<file path="src/rtl/lcd_defs.vh">
// Panel polarity constants and default channel widths shared by the LCD control,
// frame-buffer and output-stage blocks.
`ifndef LCD_DEFS_VH
`define LCD_DEFS_VH

`define LCD_DE_ACTIVE          1'b1
`define LCD_SYNC_ACTIVE        1'b0
`define LCD_DEFAULT_COLOR_BITS 8
`define LCD_DEFAULT_PWM_BITS   8

`endif

</file>
<file path="src/rtl/lcd_output_stage_pkg.sv">
// Shared types and constants for the LCD output stage; values mirror lcd_defs.vh
// so packaged and include-based users agree on polarity and default widths.
package lcd_output_stage_pkg;

  localparam logic LCD_DE_ACTIVE   = 1'b1;
  localparam logic LCD_SYNC_ACTIVE = 1'b0;

  localparam int DEF_COLOR_BITS = 8;
  localparam int DEF_PWM_BITS   = 8;

  typedef struct packed {
    logic de;
    logic hs_n;
    logic vs_n;
  } sync_t;

  // Idle panel timing: enable inactive, both syncs at their inactive level.
  localparam sync_t SYNC_IDLE = '{de: ~LCD_DE_ACTIVE, hs_n: ~LCD_SYNC_ACTIVE,
                                  vs_n: ~LCD_SYNC_ACTIVE};

endpackage

</file>
<file path="src/rtl/LCD_pwm.sv">
// Backlight PWM: free-running counter on the pixel tick, duty latched only at the
// period wrap so a brightness change never disturbs the period in progress.
module LCD_pwm
  import lcd_output_stage_pkg::*;
#(
  parameter int PWM_BITS = DEF_PWM_BITS
) (
  input  logic                clock,
  input  logic                reset_n,
  input  logic                tick,
  input  logic                display_on,
  input  logic [PWM_BITS-1:0] brightness,
  output logic                out
);

  logic [PWM_BITS-1:0] count_q, count_d;
  logic [PWM_BITS-1:0] duty_q, duty_d;
  logic                out_q, out_d;

  // NOTE: every always_comb output gets a default first so no path infers a latch.
  always_comb begin
    count_d = count_q;
    duty_d  = duty_q;
    out_d   = out_q;
    if (tick) begin
      count_d = count_q + 1'b1;
      if (count_q == '1) duty_d = brightness;
      // Full-scale duty is special-cased so the top count never drops out.
      out_d = display_on && ((duty_q == '1) || (count_q < duty_q));
    end
  end

  // NOTE: sequential state uses non-blocking assignment so all flops update together.
  always_ff @(posedge clock or negedge reset_n) begin
    if (!reset_n) begin
      count_q <= '0;
      duty_q  <= '0;
      out_q   <= 1'b0;
    end else begin
      count_q <= count_d;
      duty_q  <= duty_d;
      out_q   <= out_d;
    end
  end

  assign out = out_q;

endmodule

</file>
<file path="src/rtl/lcd_output_stage.sv">
// Panel output stage: pixel-clock divider, colour/overlay/blanking register, delayed
// sync path, synchronised display enable and PWM backlight.
module lcd_output_stage
  import lcd_output_stage_pkg::*;
#(
  parameter int CLOCK_DIVIDE = 2,
  parameter int COLOR_BITS   = DEF_COLOR_BITS,
  parameter int PIPE_DELAY   = 1,
  parameter int PWM_BITS     = DEF_PWM_BITS
) (
  input  logic                  clock,
  input  logic                  reset_n,
  output logic                  tick,
  input  logic [COLOR_BITS-1:0] fb_red,
  input  logic [COLOR_BITS-1:0] fb_green,
  input  logic [COLOR_BITS-1:0] fb_blue,
  input  logic                  overlay_bw,
  input  logic                  data_enable_in,
  input  logic                  hs_n_in,
  input  logic                  vs_n_in,
  input  logic                  display_on,
  input  logic [PWM_BITS-1:0]   brightness,
  output logic                  lcd_clock,
  output logic                  lcd_data_enable,
  output logic                  lcd_hs_n,
  output logic                  lcd_vs_n,
  output logic                  lcd_display_on,
  output logic                  lcd_backlight,
  output logic [COLOR_BITS-1:0] lcd_red,
  output logic [COLOR_BITS-1:0] lcd_green,
  output logic [COLOR_BITS-1:0] lcd_blue
);

  localparam int            CW       = $clog2(CLOCK_DIVIDE);
  localparam logic [CW-1:0] DIV_LAST = CW'(CLOCK_DIVIDE - 1);
  localparam logic [CW-1:0] DIV_HALF = CW'(CLOCK_DIVIDE / 2);

  logic [CW-1:0]         div_q, div_d;
  logic                  lcd_clock_q, lcd_clock_d;
  logic                  disp_meta_q, disp_sync_q;
  sync_t                 sync_in, sync_dly;
  sync_t                 sync_out_q, sync_out_d;
  logic                  disp_out_q, disp_out_d;
  logic [COLOR_BITS-1:0] red_q, red_d, green_q, green_d, blue_q, blue_d;

  assign tick    = (div_q == DIV_LAST);
  assign sync_in = '{de: data_enable_in, hs_n: hs_n_in, vs_n: vs_n_in};

  generate
    if (PIPE_DELAY == 0) begin : g_no_pipe
      assign sync_dly = sync_in;
    end else begin : g_pipe
      sync_t pipe_q [PIPE_DELAY];
      sync_t pipe_d [PIPE_DELAY];

      always_comb begin
        pipe_d = pipe_q;
        if (tick) begin
          pipe_d[0] = sync_in;
          for (int i = 1; i < PIPE_DELAY; i++) pipe_d[i] = pipe_q[i-1];
        end
      end

      // NOTE: the delay line is a handful of flops, not a RAM, so every stage is reset.
      always_ff @(posedge clock or negedge reset_n) begin
        if (!reset_n) begin
          for (int i = 0; i < PIPE_DELAY; i++) pipe_q[i] <= SYNC_IDLE;
        end else begin
          pipe_q <= pipe_d;
        end
      end

      assign sync_dly = pipe_q[PIPE_DELAY-1];
    end
  endgenerate

  always_comb begin
    div_d       = tick ? '0 : div_q + 1'b1;
    // Registered from the next count so lcd_clock tracks the counter without lag.
    lcd_clock_d = (div_d >= DIV_HALF);
    sync_out_d  = sync_out_q;
    disp_out_d  = disp_out_q;
    red_d       = red_q;
    green_d     = green_q;
    blue_d      = blue_q;
    if (tick) begin
      sync_out_d    = sync_dly;
      sync_out_d.de = sync_dly.de && disp_sync_q;
      disp_out_d    = disp_sync_q;
      if (!disp_sync_q) begin
        red_d   = '0;
        green_d = '0;
        blue_d  = '0;
      end else if (overlay_bw) begin
        red_d   = '1;
        green_d = '1;
        blue_d  = '1;
      end else begin
        red_d   = fb_red;
        green_d = fb_green;
        blue_d  = fb_blue;
      end
    end
  end

  always_ff @(posedge clock or negedge reset_n) begin
    if (!reset_n) begin
      div_q       <= '0;
      lcd_clock_q <= 1'b0;
      disp_meta_q <= 1'b0;
      disp_sync_q <= 1'b0;
      sync_out_q  <= SYNC_IDLE;
      disp_out_q  <= 1'b0;
      red_q       <= '0;
      green_q     <= '0;
      blue_q      <= '0;
    end else begin
      div_q       <= div_d;
      lcd_clock_q <= lcd_clock_d;
      disp_meta_q <= display_on;
      disp_sync_q <= disp_meta_q;
      sync_out_q  <= sync_out_d;
      disp_out_q  <= disp_out_d;
      red_q       <= red_d;
      green_q     <= green_d;
      blue_q      <= blue_d;
    end
  end

  LCD_pwm #(.PWM_BITS(PWM_BITS)) u_pwm (
    .clock      (clock),
    .reset_n    (reset_n),
    .tick       (tick),
    .display_on (disp_sync_q),
    .brightness (brightness),
    .out        (lcd_backlight)
  );

  assign lcd_clock       = lcd_clock_q;
  assign lcd_data_enable = sync_out_q.de;
  assign lcd_hs_n        = sync_out_q.hs_n;
  assign lcd_vs_n        = sync_out_q.vs_n;
  assign lcd_display_on  = disp_out_q;
  assign lcd_red         = red_q;
  assign lcd_green       = green_q;
  assign lcd_blue        = blue_q;

endmodule

</file>
<file path="config.mk">
export PLATFORM = sky130hd
export DESIGN_NAME = lcd_output_stage
export DESIGN_NICKNAME = d
export VERILOG_FILES = /design/src/rtl/lcd_defs.vh /design/src/rtl/lcd_output_stage_pkg.sv /design/src/rtl/LCD_pwm.sv /design/src/rtl/lcd_output_stage.sv
export SDC_FILE = /design/constraint.sdc
export NUM_CORES = 1
export LEC_CHECK = 0
export BUFFER_PORTS_ARGS = -buffer_cell sky130_fd_sc_hd__buf_2
export CAP_MARGIN = 30
export CORE_ASPECT_RATIO = 1.5
export CORE_MARGIN = 2
export CORE_UTILIZATION = 50
export DETAILED_ROUTE_END_ITERATION = 16
export HOLD_SLACK_MARGIN = 0.03
export PLACE_DENSITY = 0.89
export SYNTH_ARGS = -nofsm -noshare
export SYNTH_HDL_FRONTEND = slang
export SYNTH_HIERARCHICAL = 1
export SYNTH_SLANG_ARGS = --single-unit
export TNS_END_PERCENT = 1
</file>
<file path="constraint.sdc">
create_clock -name clock -period 4.55 [get_ports clock]
set_input_delay 0.455 -clock clock [delete_from_list [all_inputs] [get_ports clock]]
set_output_delay 0.455 -clock clock [all_outputs]
set_load 0.02 [all_outputs]
</file>
# --- Yosys cells after proc, flatten, opt, wreduce, memory -nomap -nowiden ---
# Index checks and enable logic that the tools add are counted.
classes:
  magnitude_cmp: 2
  n_reduce_logical: 4
  n_mux: 7
  n_eq_ne: 2
  n_addsub: 2
ops:
  columns: ["operator", "count"]
  rows:
  - ["$mux 8", 6]
  - ["$eq 8x8->1 const B", 2]
  - ["$add 8x1->8 const B", 1]
  - ["$lt 8x8->1", 1]
  - ["$logic_and 1x1->1", 2]
  - ["$reduce_and 2->1", 1]
  - ["$add 1x1->1 const B", 1]
  - ["$ge 1x1->1 const B", 1]
  - ["$logic_or 1x1->1", 1]
  - ["$mux 1", 1]
totals:
  ff_bits: 52
  output_inout_bits: 31

# --- Longest topological paths before layout ---
# Gate-level depths: netlist (run 1).
depth:
  ltp_word: 3
  depth_mapped: 6
  depth_no_buf: 6

# --- Cells and area by module ---
# The synthesis (run 1) kept the hierarchy.
by_module_without_submodules:
  columns: ["module", "area_per_inst_um2", "cells_each", "n_inst"]
  rows:
  - ["lcd_output_stage", 1445.1, 102, 1]
  - ["LCD_pwm", 938.4, 78, 1]

# --- Worst setup path after synthesis (run 1) ---
# Ideal clock, no wire load.
synth_path:
  kind: "flip-flop to flip-flop"
  startpoint: "register div_q (netlist: tick)"
  endpoint: "register u_pwm.duty_q[0]"
  arrival_time_ns: 1.449
  required_ns: 4.425
  setup_ns: 0.125
  stages_incl_launch_ff: 7
  n_path_buf: 2
  setup_slack_ns: 2.976
  cell_sequence: "dfrtp_1 buf_6 nand3_2 nor2_2 and3_4 buf_12 mux2_4"
synth_between:
  elab_chain_cells: 1
synth_lines:
  columns: ["item", "line", "source"]
  rows:
  - ["from (decl)", "lcd_output_stage.sv:38", "logic [CW-1:0] div_q, div_d;"]
  - ["from (signal assigned)", "lcd_output_stage.sv:118", "div_q <= div_d;"]
  - ["$reduce_and 2->1 (no source line)", null, null]
  - ["to (signal assigned)", "LCD_pwm.sv:41", "duty_q <= duty_d;"]
  - ["to (decl)", "LCD_pwm.sv:17", "logic [PWM_BITS-1:0] duty_q, duty_d;"]
# No other way between the ends.
# A chain may end at the register's enable or synchronous reset.

==> insert_results.sql, run 1 <==
INSERT INTO impl_metrics (metric_group, metric, value, unit) VALUES
('status', 'status', 'finished clean', ''),
('clocking', 'cts_setup_buffers', '0', ''),
('detailed_routing', 'antenna_left', '0', ''),
('synthesis', 'post_synth_instance_area', '2380', 'um2'),
('cells_and_area', 'antenna_fix_cells', '0', ''),
('cells_and_area', 'regArea', '1280', 'um2'),
('critical_path', 'worst-path-buf-inv', '1', ''),
('critical_path', 'endpoint_kind', 'output pin', ''),
('critical_path', 'critical_path.cell_chain', 'buf_2', ''),
('critical_path', 'worst_ep_required_time', '4090', 'ps'),
('floorplan', 'initial_utilization', '52.5', '%'),
('sta', 'clock-skew-final', '9.33', 'ps'),
('clocking', 'worst_setup_hold_path_clk_slew', '90', 'ps'),
('detailed_routing', 'dr.pass1.iters', '3', ''),
('detailed_routing', 'remaining_drc_errors', '0', ''),
('run', 'max_cap_violations', '0', ''),
('pwr', 'cellLeakagePower', '1.36', 'nW'),
('grt', 'gr-usage-all-layers', '17.7', '%'),
('synthesis', 'synth.ff_latch_count', '51', ''),
('clocking', 'clk_root_buffer_cell', 'clkbuf_8', ''),
('critical_path', 'critical-path-slowest-cell', 'dfrtp_1', ''),
('pwr', 'total_power', '0.883', 'mW'),
('synthesis', 'yosysTopAreaCellShare', '49.3', '%'),
('cells_and_area', 'fin_cells', '312', ''),
('synthesis', 'gate_count_post_synth', '180', ''),
('sta', 'finalSetupTns', '0', 'ps'),
('hold_path', 'hold_class', 'primary input to asynchronous set/reset pin', ''),
('cells_and_area', 'drive_gt1_share', '48.4', '%'),
('floorplan', 'floorplan.die.height', '88.6', 'um'),
('placement', 'numPortBuffers', '69', ''),
('floorplan', 'die_area', '5350', 'um2'),
('placement', 'placed_cells_incl_taps', '304', ''),
('detailed_routing', 'wirelength', '4350', 'um'),
('pwr', 'vdd.ir_drop.worst', '0.167', 'mV'),
('grt', 'antenna_found_initial', '0', ''),
('cells_and_area', 'finish.net_count', '294', ''),
('clocking', 'tritoncts', 'built', ''),
('synthesis', 'synth_top_area_cell', 'dfrtp_1', ''),
('cells_and_area', 'multi_input_logic_area', '950', 'um2'),
('cells_and_area', 'area.growth.synth_to_final', '18.8', '%'),
('grt', 'via_count_of_the_first_global_routing_pass', '1596', ''),
('clocking', 'cts_hold_buf', '0', ''),
('grt', 'grt_overflow_total', '0', ''),
('sta', 'report.final.slew_viol_count', '0', ''),
('clocking', 'cts_buffers', '5', ''),
('synthesis', 'synth-main-ff-cell', 'dfrtp_1', ''),
('floorplan', 'die_width', '60.4', 'um'),
('synthesis', 'ys_warn_count', '6', ''),
('placement', 'dp.final_hpwl', '3320', 'um'),
('sta', 'rsz0062_at_grt', 'no', ''),
('clocking', 'ctsHtreeMaxLevel', '2', ''),
('cells_and_area', 'n_fill_cell', '350', ''),
('placement', 'gp_routability_congestion', '0.829', ''),
('synthesis', 'synth_cell_count_leaders', '47 x dfrtp_1, 28 x nor2_1, 19 x o2bb2ai_2', ''),
('critical_path', 'timing.critical_path.max_delay_family', 'flip-flops', ''),
('sta', 'achievable-frequency', '538', 'MHz'),
('detailed_routing', 'wire_per_inst', '13.9', 'um'),
('sta', 'timing_hold_violations_final', '0', ''),
('sta', 'worstMarginPinSlew', '697', 'ps'),
('floorplan', 'io_pins', '70', ''),
('clocking', 'post_cts.resized_instances', '0', ''),
('sta', 'period_minus_slack', '1860', 'ps'),
('sta', 'post-route-period-util', '40.8', '%'),
('synthesis', 'synth-edff-count', '0', ''),
('clocking', 'cts-root-to-sink-buffers', '2', ''),
('synthesis', 'post_synth_main_area_contributors', 'dfrtp_1 49%, o2bb2ai_2 12%, mux2_4 5.0%', ''),
('floorplan', 'design.core.area', '4540', 'um2'),
('grt', 'grt_pass1_wl', '7060', 'um'),
('synthesis', 'postSynthNetCount', '227', ''),
('critical_path', 'critical_path_class', 'register to output pin', ''),
('sta', 'setup_violations', '0', '');
==> registers in the layout (all words and copies together), names as in the netlist <==
register,cells
disp_sync_q,1
tick,1
disp_meta_q,1
lcd_display_on,1
u_pwm/out,1
u_pwm/duty_q,8
lcd_blue,8
lcd_vs_n,1
lcd_green,8
lcd_red,8
u_pwm/count_q,8
lcd_hs_n,1
lcd_data_enable,1
g_pipe.pipe_q,3
==> per-stage QoR <==
step / util [%] / setup WS (ps) / hold WS [ps] / area (um2)
after floorplan: - / 2980 / 159 / 2380
after global placement: 59.5 / 2790 / 335 / 2700
after detailed placement: 59.9 / 2740 / 335 / 2720
after CTS: 62.3 / 2670 / 91.7 / 2830
after global routing: 62.3 / 2580 / 110 / 2830
final: 62.3 / 2690 / 88.0 / 2830
==> area by class of cell <==
| type | instances | share of cell area [%] |
|---|---|---|
| Clock inverter | 2 | 1.33 |
| Timing Repair Buffer | 70 | 12.9 |
| Clock buffer | 6 | 2.56 |
| Multi-Input combinational cell | 107 | 33.5 |
| Sequential cell | 51 | 45.2 |
| Tap cell | 64 | 2.83 |
| Inverter | 12 | 1.59 |
==> per-layer routing <==
metal / GRT usage (%) / routed length [um]
met1: 20.8 / 1860
met2: 30.0 / 2140
met3: 4.09 / 264
met4: 8.08 / 87
met5: 0 / 0
==> report_power, final <==
group	internal (mW)	leakage, nW	switching (mW)
sequential	0.472	0.634	0.0110
combinational	0.0361	0.676	0.0561
clock	0.164	0.0514	0.144
total	0.672	1.36	0.211
==> worst register-to-register path: cells and delay by family (launching register included) <==
family / cells / cell delay (ps)
DFF: 1 / 800
muxes: 1 / 320
and+or+nand+nor: 3 / 580
==> worst paths after layout <==
check | startpoint | end | slack [ps] | cells after the start
max reg2reg | tick | u_pwm/duty_q[6] | 2730 | 4
max | tick | lcd_clock | 2690 | 1
max in group asynchronous | reset_n | lcd_hs_n | 3860 | 2
min in group clock | display_on | disp_meta_q | 260 | 1
min | reset_n | lcd_blue[6] | 90 | 1
min reg2reg | disp_meta_q | disp_sync_q | 350 | 0
==> cells by family (layout without fill, tap and decap cells) <==
group / after synthesis / in the layout / synth area share (%)
flops: 51 / 51 / 53.8
simple gates: 46 / 46 / 9.24
compound gates: 32 / 32 / 16.0
buf+inv: 22 / 90 / 6.40
mux: 14 / 14 / 7.87
fa+ha+maj: 8 / 8 / 4.20
xor+xnor: 7 / 7 / 2.57
==> placed cells by master, fill, tap and decap left out <==
cell type   count
a221o_1         1
o21ai_0         4
inv_1          11
clkbuf_8        5
dfstp_2         4
nor3_1          2
nor3b_1         1
clkinvlp_4      1
xnor2_1         4
mux2_4          8
o211ai_1        1
nand3_1         1
nand2_4         1
a2111oi_0       1
dfrtp_1        47
buf_12          1
nand3_2         2
xor2_1          3
buf_2          69
o2bb2ai_2      19
nand2_1         5
and3_4          1
mux2_2          6
bufinv_16       1
a21oi_1         1
inv_2           1
nor2_1         28
o2bb2ai_1       5
clkbuf_1        1
nor2_2          1
ha_1            8
nand4_1         4
(Power assumes the default switching activity.)
==> run 2, diff against run 1 <==
Clock period 4.55 ns to 1.9 ns, I/O delays scaled along.
==> insert_results.sql, run 2 (same netlist as run 1, synthesis figures left out) <==
INSERT INTO impl_metrics (metric_group, metric, value, unit) VALUES
('cells_and_area', 'finish.net_count', '297', ''),
('pwr', 'vdd.ir_drop.worst', '0.347', 'mV'),
('sta', 'post-route-period-util', '83.7', '%'),
('critical_path', 'worstPathArrival', '1780', 'ps'),
('clocking', 'clk-insertion-delay-late', '300', 'ps'),
('critical_path', 'worstSetupStartpoint', 'u_pwm/count_q[0]', ''),
('cells_and_area', 'antenna_fix_cells', '0', ''),
('detailed_routing', 'vias_per_cell', '4.94', ''),
('sta', 'worstMarginPinSlew', '615', 'ps'),
('clocking', 'post_cts.resized_instances', '0', ''),
('run', 'max_cap_violations', '0', ''),
('sta', 'max_slew_margin', '58.9', '%'),
('detailed_routing', 'wirelength', '4370', 'um'),
('critical_path', 'critical_path.max_fanout', '8', ''),
('sta', 'period_minus_slack', '1590', 'ps'),
('placement', 'dp.final_hpwl', '3240', 'um'),
('clocking', 'numClockSinks', '51', ''),
('sta', 'rsz0062_at_grt', 'no', ''),
('critical_path', 'r2r_cells', '5', ''),
('floorplan', 'fp-row-count', '30', ''),
('pwr', 'power_density', '702', 'nW/um2'),
('clocking', 'cts_hold_buf', '2', ''),
('floorplan', 'die_area', '5350', 'um2'),
('grt', 'grt_overflow_total', '0', ''),
('sta', 'setup_violations', '0', ''),
('detailed_routing', 'remaining_drc_errors', '0', ''),
('sta', 'report.final.slew_viol_count', '0', ''),
('cells_and_area', 'layout.cells.most_common', 'buf_2', ''),
('clocking', 'cts-root-to-sink-buffers', '2', ''),
('detailed_routing', 'antenna_left', '0', ''),
('status', 'status', 'finished clean', ''),
('clocking', 'worst_setup_hold_path_clk_slew', '90', 'ps'),
('detailed_routing', 'wire_per_inst', '13.9', 'um'),
('grt', 'antenna_found_initial', '0', ''),
('hold_path', 'holdPathStages', '2', ''),
('cells_and_area', 'n_fill_cell', '360', ''),
('floorplan', 'io_pins', '70', ''),
('cells_and_area', 'drive_gt1_share', '48.6', '%'),
('critical_path', 'critical-path-slowest-cell', 'dfrtp_1', ''),
('critical_path', 'worst_setup_path_start_kind', 'register', ''),
('hold_path', 'hold_path.startpoint', 'brightness[1]', ''),
('hold_path', 'holdPathEnd', 'u_pwm/duty_q[1]', ''),
('sta', 'finalSetupTns', '0', 'ps'),
('hold_path', 'hold_class', 'primary input to register', ''),
('floorplan', 'floorplan.die.height', '88.6', 'um'),
('critical_path', 'timing.reg2reg.setup_slack', '310', 'ps'),
('clocking', 'tritoncts', 'built', ''),
('detailed_routing', 'dr.pass1.iters', '4', ''),
('pwr', 'cellLeakagePower', '1.37', 'nW'),
('floorplan', 'die_width', '60.4', 'um'),
('sta', 'clock-skew-final', '5.73', 'ps'),
('grt', 'grt_pass1_wl', '6780', 'um'),
('placement', 'numPortBuffers', '69', ''),
('critical_path', 'endpoint_kind', 'register', ''),
('detailed_routing', 'first_iter_violations', '59', ''),
('critical_path', 'reg2reg_from', 'u_pwm/count_q[0]', ''),
('grt', 'gr-usage-all-layers', '17.3', '%'),
('critical_path', 'critical_path_class', 'register to register', ''),
('sta', 'achievable-frequency', '629', 'MHz'),
('grt', 'grt_start_max_net_pins', '52', ''),
('critical_path', 'worst_ep_required_time', '2090', 'ps'),
('grt', 'via_count_of_the_first_global_routing_pass', '1479', ''),
('cells_and_area', 'finish.instance_area', '2820', 'um2'),
('critical_path', 'timing.critical_path.slowest_cell_delay', '410', 'ps'),
('clocking', 'cts_setup_buffers', '0', ''),
('cells_and_area', 'area.growth.synth_to_final', '18.5', '%'),
('critical_path', 'critical_path.cell_chain', 'ha_1, nand3_2, nor2_2, and3_4, mux2_4', ''),
('sta', 'timing_hold_violations_final', '0', ''),
('cells_and_area', 'most_used_cells_in_the_layout_excluding_fill_and_tap_cells', '69 x buf_2, 47 x dfrtp_1, 28 x nor2_1', ''),
('detailed_routing', 'routed-via-count', '1556', ''),
('floorplan', 'design.core.area', '4540', 'um2'),
('clocking', 'cts_buffers', '5', ''),
('clocking', 'clk_root_buffer_cell', 'clkbuf_8', ''),
('placement', 'gp_routability_congestion', '0.782', ''),
('floorplan', 'initial_utilization', '52.5', '%'),
('critical_path', 'critical_path.reg2reg.endpoint', 'u_pwm/duty_q[6]', ''),
('placement', 'dpl-instance-area', '2720', 'um2'),
('clocking', 'ctsHtreeMaxLevel', '2', '');
run 2: layer usage:
layer	part of all wire, %	global-route usage (%)	routed length, um
met3	5.3	3.95	233
met5	0	0	0
met2	52	29.8	2290
met4	1.1	7.27	49
met1	41	20.1	1800
run 2: worst max-delay path: cells and delay by family, from the launching register on:
family	cells	cell delay, ps
flip-flops	1	410
multiplexers	1	320
adder cells (fa/ha/maj)	1	230
AND/OR/NAND/NOR	3	520
run 2: final cells by class:
class                      instances  area [um2]  share of cell area [%]
tap                               64        80.1                    2.84
timing repair buffer              73         380                    13.5
clock inverter                     3        18.8                   0.665
multi-input combinational        107         950                    33.6
inverter                          12        45.0                    1.60
clock buffer                       5        68.8                    2.44
sequential                        51        1280                    45.4
run 2: metrics by stage:
stage	setup WS [ps]	util, %	hold slack, ps	total power, mW	instances
after floorplan	326	-	-106	1.29	180
after global placement	346	59.8	300	1.39	305
after detailed placement	313	59.8	300	1.40	305
after CTS	301	62.2	103	2.01	315
after global routing	161	62.2	98.2	2.09	315
final	311	62.2	115	1.98	315
run 2: report_power, final:
| group | switching (mW) | internal, mW |
|---|---|---|
| registers | 0.0266 | 1.13 |
| clock network | 0.346 | 0.260 |
| logic | 0.134 | 0.0863 |
| total | 0.506 | 1.48 |
run 2: worst max path at each step:
stage                                 end  cells past startpoint  slack [ps]
after floorplan           u_pwm/duty_q[0]                      6         330
after global placement          u_pwm/out                      5         350
after detailed placement  u_pwm/duty_q[6]                      5         310
after CTS                 u_pwm/duty_q[6]                      5         300
after global routing            u_pwm/out                      5         160
final                     u_pwm/duty_q[6]                      5         310
==> run 3, diff against run 2 <==
Settings changed: CORE_UTILIZATION 50 to 46, PLACE_DENSITY 0.89 to 0.86.
Clock period 1.9 ns to 1.4 ns, I/O delays scaled along.
==> insert_results.sql, run 3 (same netlist as run 1, synthesis figures left out) <==
INSERT INTO impl_metrics (metric_group, metric, value, unit) VALUES
('status', 'status', 'complete, but fails checks', ''),
('status', 'violations_in_the_final_reports', 'negative setup slack', ''),
('grt', 'grt_pass1_wl', '7790', 'um'),
('sta', 'worstMarginPinSlew', '411', 'ps'),
('critical_path', 'timing.critical_path.slowest_cell_delay', '390', 'ps'),
('pwr', 'cellLeakagePower', '1.49', 'nW'),
('sta', 'final.setup.worst_slack', '-66.6', 'ps'),
('critical_path', 'reg2reg_from', 'u_pwm/count_q[1]', ''),
('detailed_routing', 'remaining_drc_errors', '0', ''),
('floorplan', 'floorplan.die.height', '92.2', 'um'),
('detailed_routing', 'wirelength', '4590', 'um'),
('grt', 'antenna_found_initial', '0', ''),
('grt', 'globalRouteMet2Util', '32.7', '%'),
('sta', 'setup_violations', '9', ''),
('grt', 'grt_overflow_total', '0', ''),
('critical_path', 'critical_path.max_fanout', '8', ''),
('grt', 'gr-usage-all-layers', '17.1', '%'),
('cells_and_area', 'area.growth.synth_to_final', '28.8', '%'),
('placement', 'dpl_worst_slack', '-83.8', 'ps'),
('pwr', 'power_density', '930', 'nW/um2'),
('critical_path', 'critical_path.reg2reg.endpoint', 'u_pwm/duty_q[5]', ''),
('floorplan', 'initial_utilization', '46.9', '%'),
('detailed_routing', 'antenna_left', '0', ''),
('clocking', 'clk-insertion-delay-late', '300', 'ps'),
('critical_path', 'critical_path.cell_chain', 'ha_2, nand3_2, nor2_2, and3_4, mux2_4', ''),
('clocking', 'clk_root_buffer_cell', 'clkbuf_8', ''),
('detailed_routing', 'vias_per_cell', '4.91', ''),
('critical_path', 'r2r_cells', '5', ''),
('sta', 'period_minus_slack', '1470', 'ps'),
('placement', 'dp.final_hpwl', '3410', 'um'),
('detailed_routing', 'wire_per_inst', '13.5', 'um'),
('hold_path', 'hold_class', 'primary input to register', ''),
('cells_and_area', 'multi_input_logic_area', '958', 'um2'),
('cells_and_area', 'most_used_cells_in_the_layout_excluding_fill_and_tap_cells', '69 x buf_2, 46 x dfrtp_1, 28 x nor2_1', ''),
('cells_and_area', 'drive_gt1_share', '53.3', '%'),
('floorplan', 'io_pins', '70', ''),
('clocking', 'numClockSinks', '51', ''),
('detailed_routing', 'first_iter_violations', '35', ''),
('floorplan', 'design.core.area', '5080', 'um2'),
('pwr', 'total_power', '2.85', 'mW'),
('cells_and_area', 'n_fill_cell', '402', ''),
('grt', 'global_route.usage.met1', '18.0', '%'),
('sta', 'max_slew_margin', '72.6', '%'),
('sta', 'clock-skew-final', '10.7', 'ps'),
('grt', 'global_route.peak_usage_layer', 'met2', ''),
('critical_path', 'critical_path_class', 'register to register', ''),
('pwr', 'vdd.ir_drop.worst', '0.519', 'mV'),
('run', 'max_cap_violations', '0', ''),
('sta', 'achievable-frequency', '682', 'MHz'),
('clocking', 'ctsHtreeMaxLevel', '2', ''),
('detailed_routing', 'dr.pass1.iters', '4', ''),
('placement', 'numPortBuffers', '69', ''),
('clocking', 'cts_buffers', '5', ''),
('floorplan', 'die_width', '62.8', 'um'),
('placement', 'placed_cells_incl_taps', '329', ''),
('detailed_routing', 'routed-via-count', '1669', ''),
('hold_path', 'holdPathStages', '2', ''),
('grt', 'met3_usage', '3.56', '%'),
('critical_path', 'worst_ep_required_time', '1580', 'ps'),
('critical_path', 'timing.reg2reg.setup_slack', '-70', 'ps'),
('sta', 'report.final.slew_viol_count', '0', ''),
('sta', 'finalSetupTns', '-528', 'ps'),
('cells_and_area', 'antenna_fix_cells', '0', ''),
('sta', 'post-route-period-util', '105', '%'),
('critical_path', 'worst_setup_path_start_kind', 'register', ''),
('critical_path', 'endpoint_kind', 'register', ''),
('cells_and_area', 'regArea', '1280', 'um2'),
('clocking', 'tritoncts', 'built', ''),
('floorplan', 'die_area', '5790', 'um2'),
('sta', 'rsz0062_at_grt', 'yes', ''),
('critical_path', 'worstPathArrival', '1650', 'ps'),
('cells_and_area', 'layout.cells.most_common', 'buf_2', ''),
('hold_path', 'holdPathEnd', 'u_pwm/duty_q[3]', ''),
('grt', 'via_count_of_the_first_global_routing_pass', '1760', ''),
('grt', 'grt_start_max_net_pins', '38', ''),
('cells_and_area', 'finish.net_count', '318', ''),
('sta', 'holdWs', '70.8', 'ps'),
('clocking', 'cts-root-to-sink-buffers', '2', ''),
('placement', 'dpl-instance-area', '2930', 'um2'),
('cells_and_area', 'finish.instance_area', '3070', 'um2'),
('cells_and_area', 'fin_cells', '340', ''),
('floorplan', 'fp-row-count', '32', ''),
('hold_path', 'hold_path.startpoint', 'brightness[3]', ''),
('cells_and_area', 'final_util', '60.4', '%'),
('sta', 'timing_hold_violations_final', '0', ''),
('placement', 'gp_routability_congestion', '0.831', ''),
('clocking', 'worst_setup_hold_path_clk_slew', '80', 'ps'),
('critical_path', 'critical-path-slowest-cell', 'dfrtp_1', '');
[run 3: final cells by class]
type / count / share of cell area [%]
tap: 68 / 2.77
clock inverter: 2 / 1.22
clock buffer: 6 / 2.36
inverter: 12 / 1.47
sequential: 51 / 41.8
multi-input combinational: 107 / 31.2
timing repair buffer: 94 / 19.2
[run 3: worst max-delay path: cells and delay by family (launching register included)]
family / cells / cell delay [ps]
adder cells (fa/ha/maj): 1 / 200
multiplexers: 1 / 320
AND/OR/NAND/NOR: 3 / 460
flip-flops: 1 / 390
[run 3: how the worst max path moves through the flow]
stage	from	end	slack, ps	cells after the start
after global placement	u_pwm/count_q[5]	u_pwm/out	-40	5
after floorplan	tick	u_pwm/duty_q[0]	-90	6
after global routing	u_pwm/count_q[1]	u_pwm/duty_q[5]	-160	5
final	u_pwm/count_q[1]	u_pwm/duty_q[5]	-70	5
after CTS	u_pwm/count_q[1]	u_pwm/duty_q[5]	-90	5
after detailed placement	u_pwm/count_q[5]	u_pwm/out	-80	5
[run 3: routing by layer]
| metal | vias up | share of wire (%) |
|---|---|---|
| met5 | - | 0 |
| met4 | 0 | 1.9 |
| met3 | 10 | 4.9 |
| met2 | 57 | 53 |
| met1 | 792 | 40 |
| li1 | 810 | - |
[run 3: timing repair]
item                                   CTS  global route
endpoints found under the hold margin   15             0
setup endpoints to repair                9             9
pin swaps                                5             3
buffers inserted                         1             0
hold buffers                             2             0
resized for setup                        2             1
[run 3: report_power, final]
part	switching, mW	internal (mW)	total, mW
combinational	0.184	0.127	0.310
clock	0.440	0.533	0.972
sequential	0.0369	1.53	1.57
total	0.660	2.19	2.85
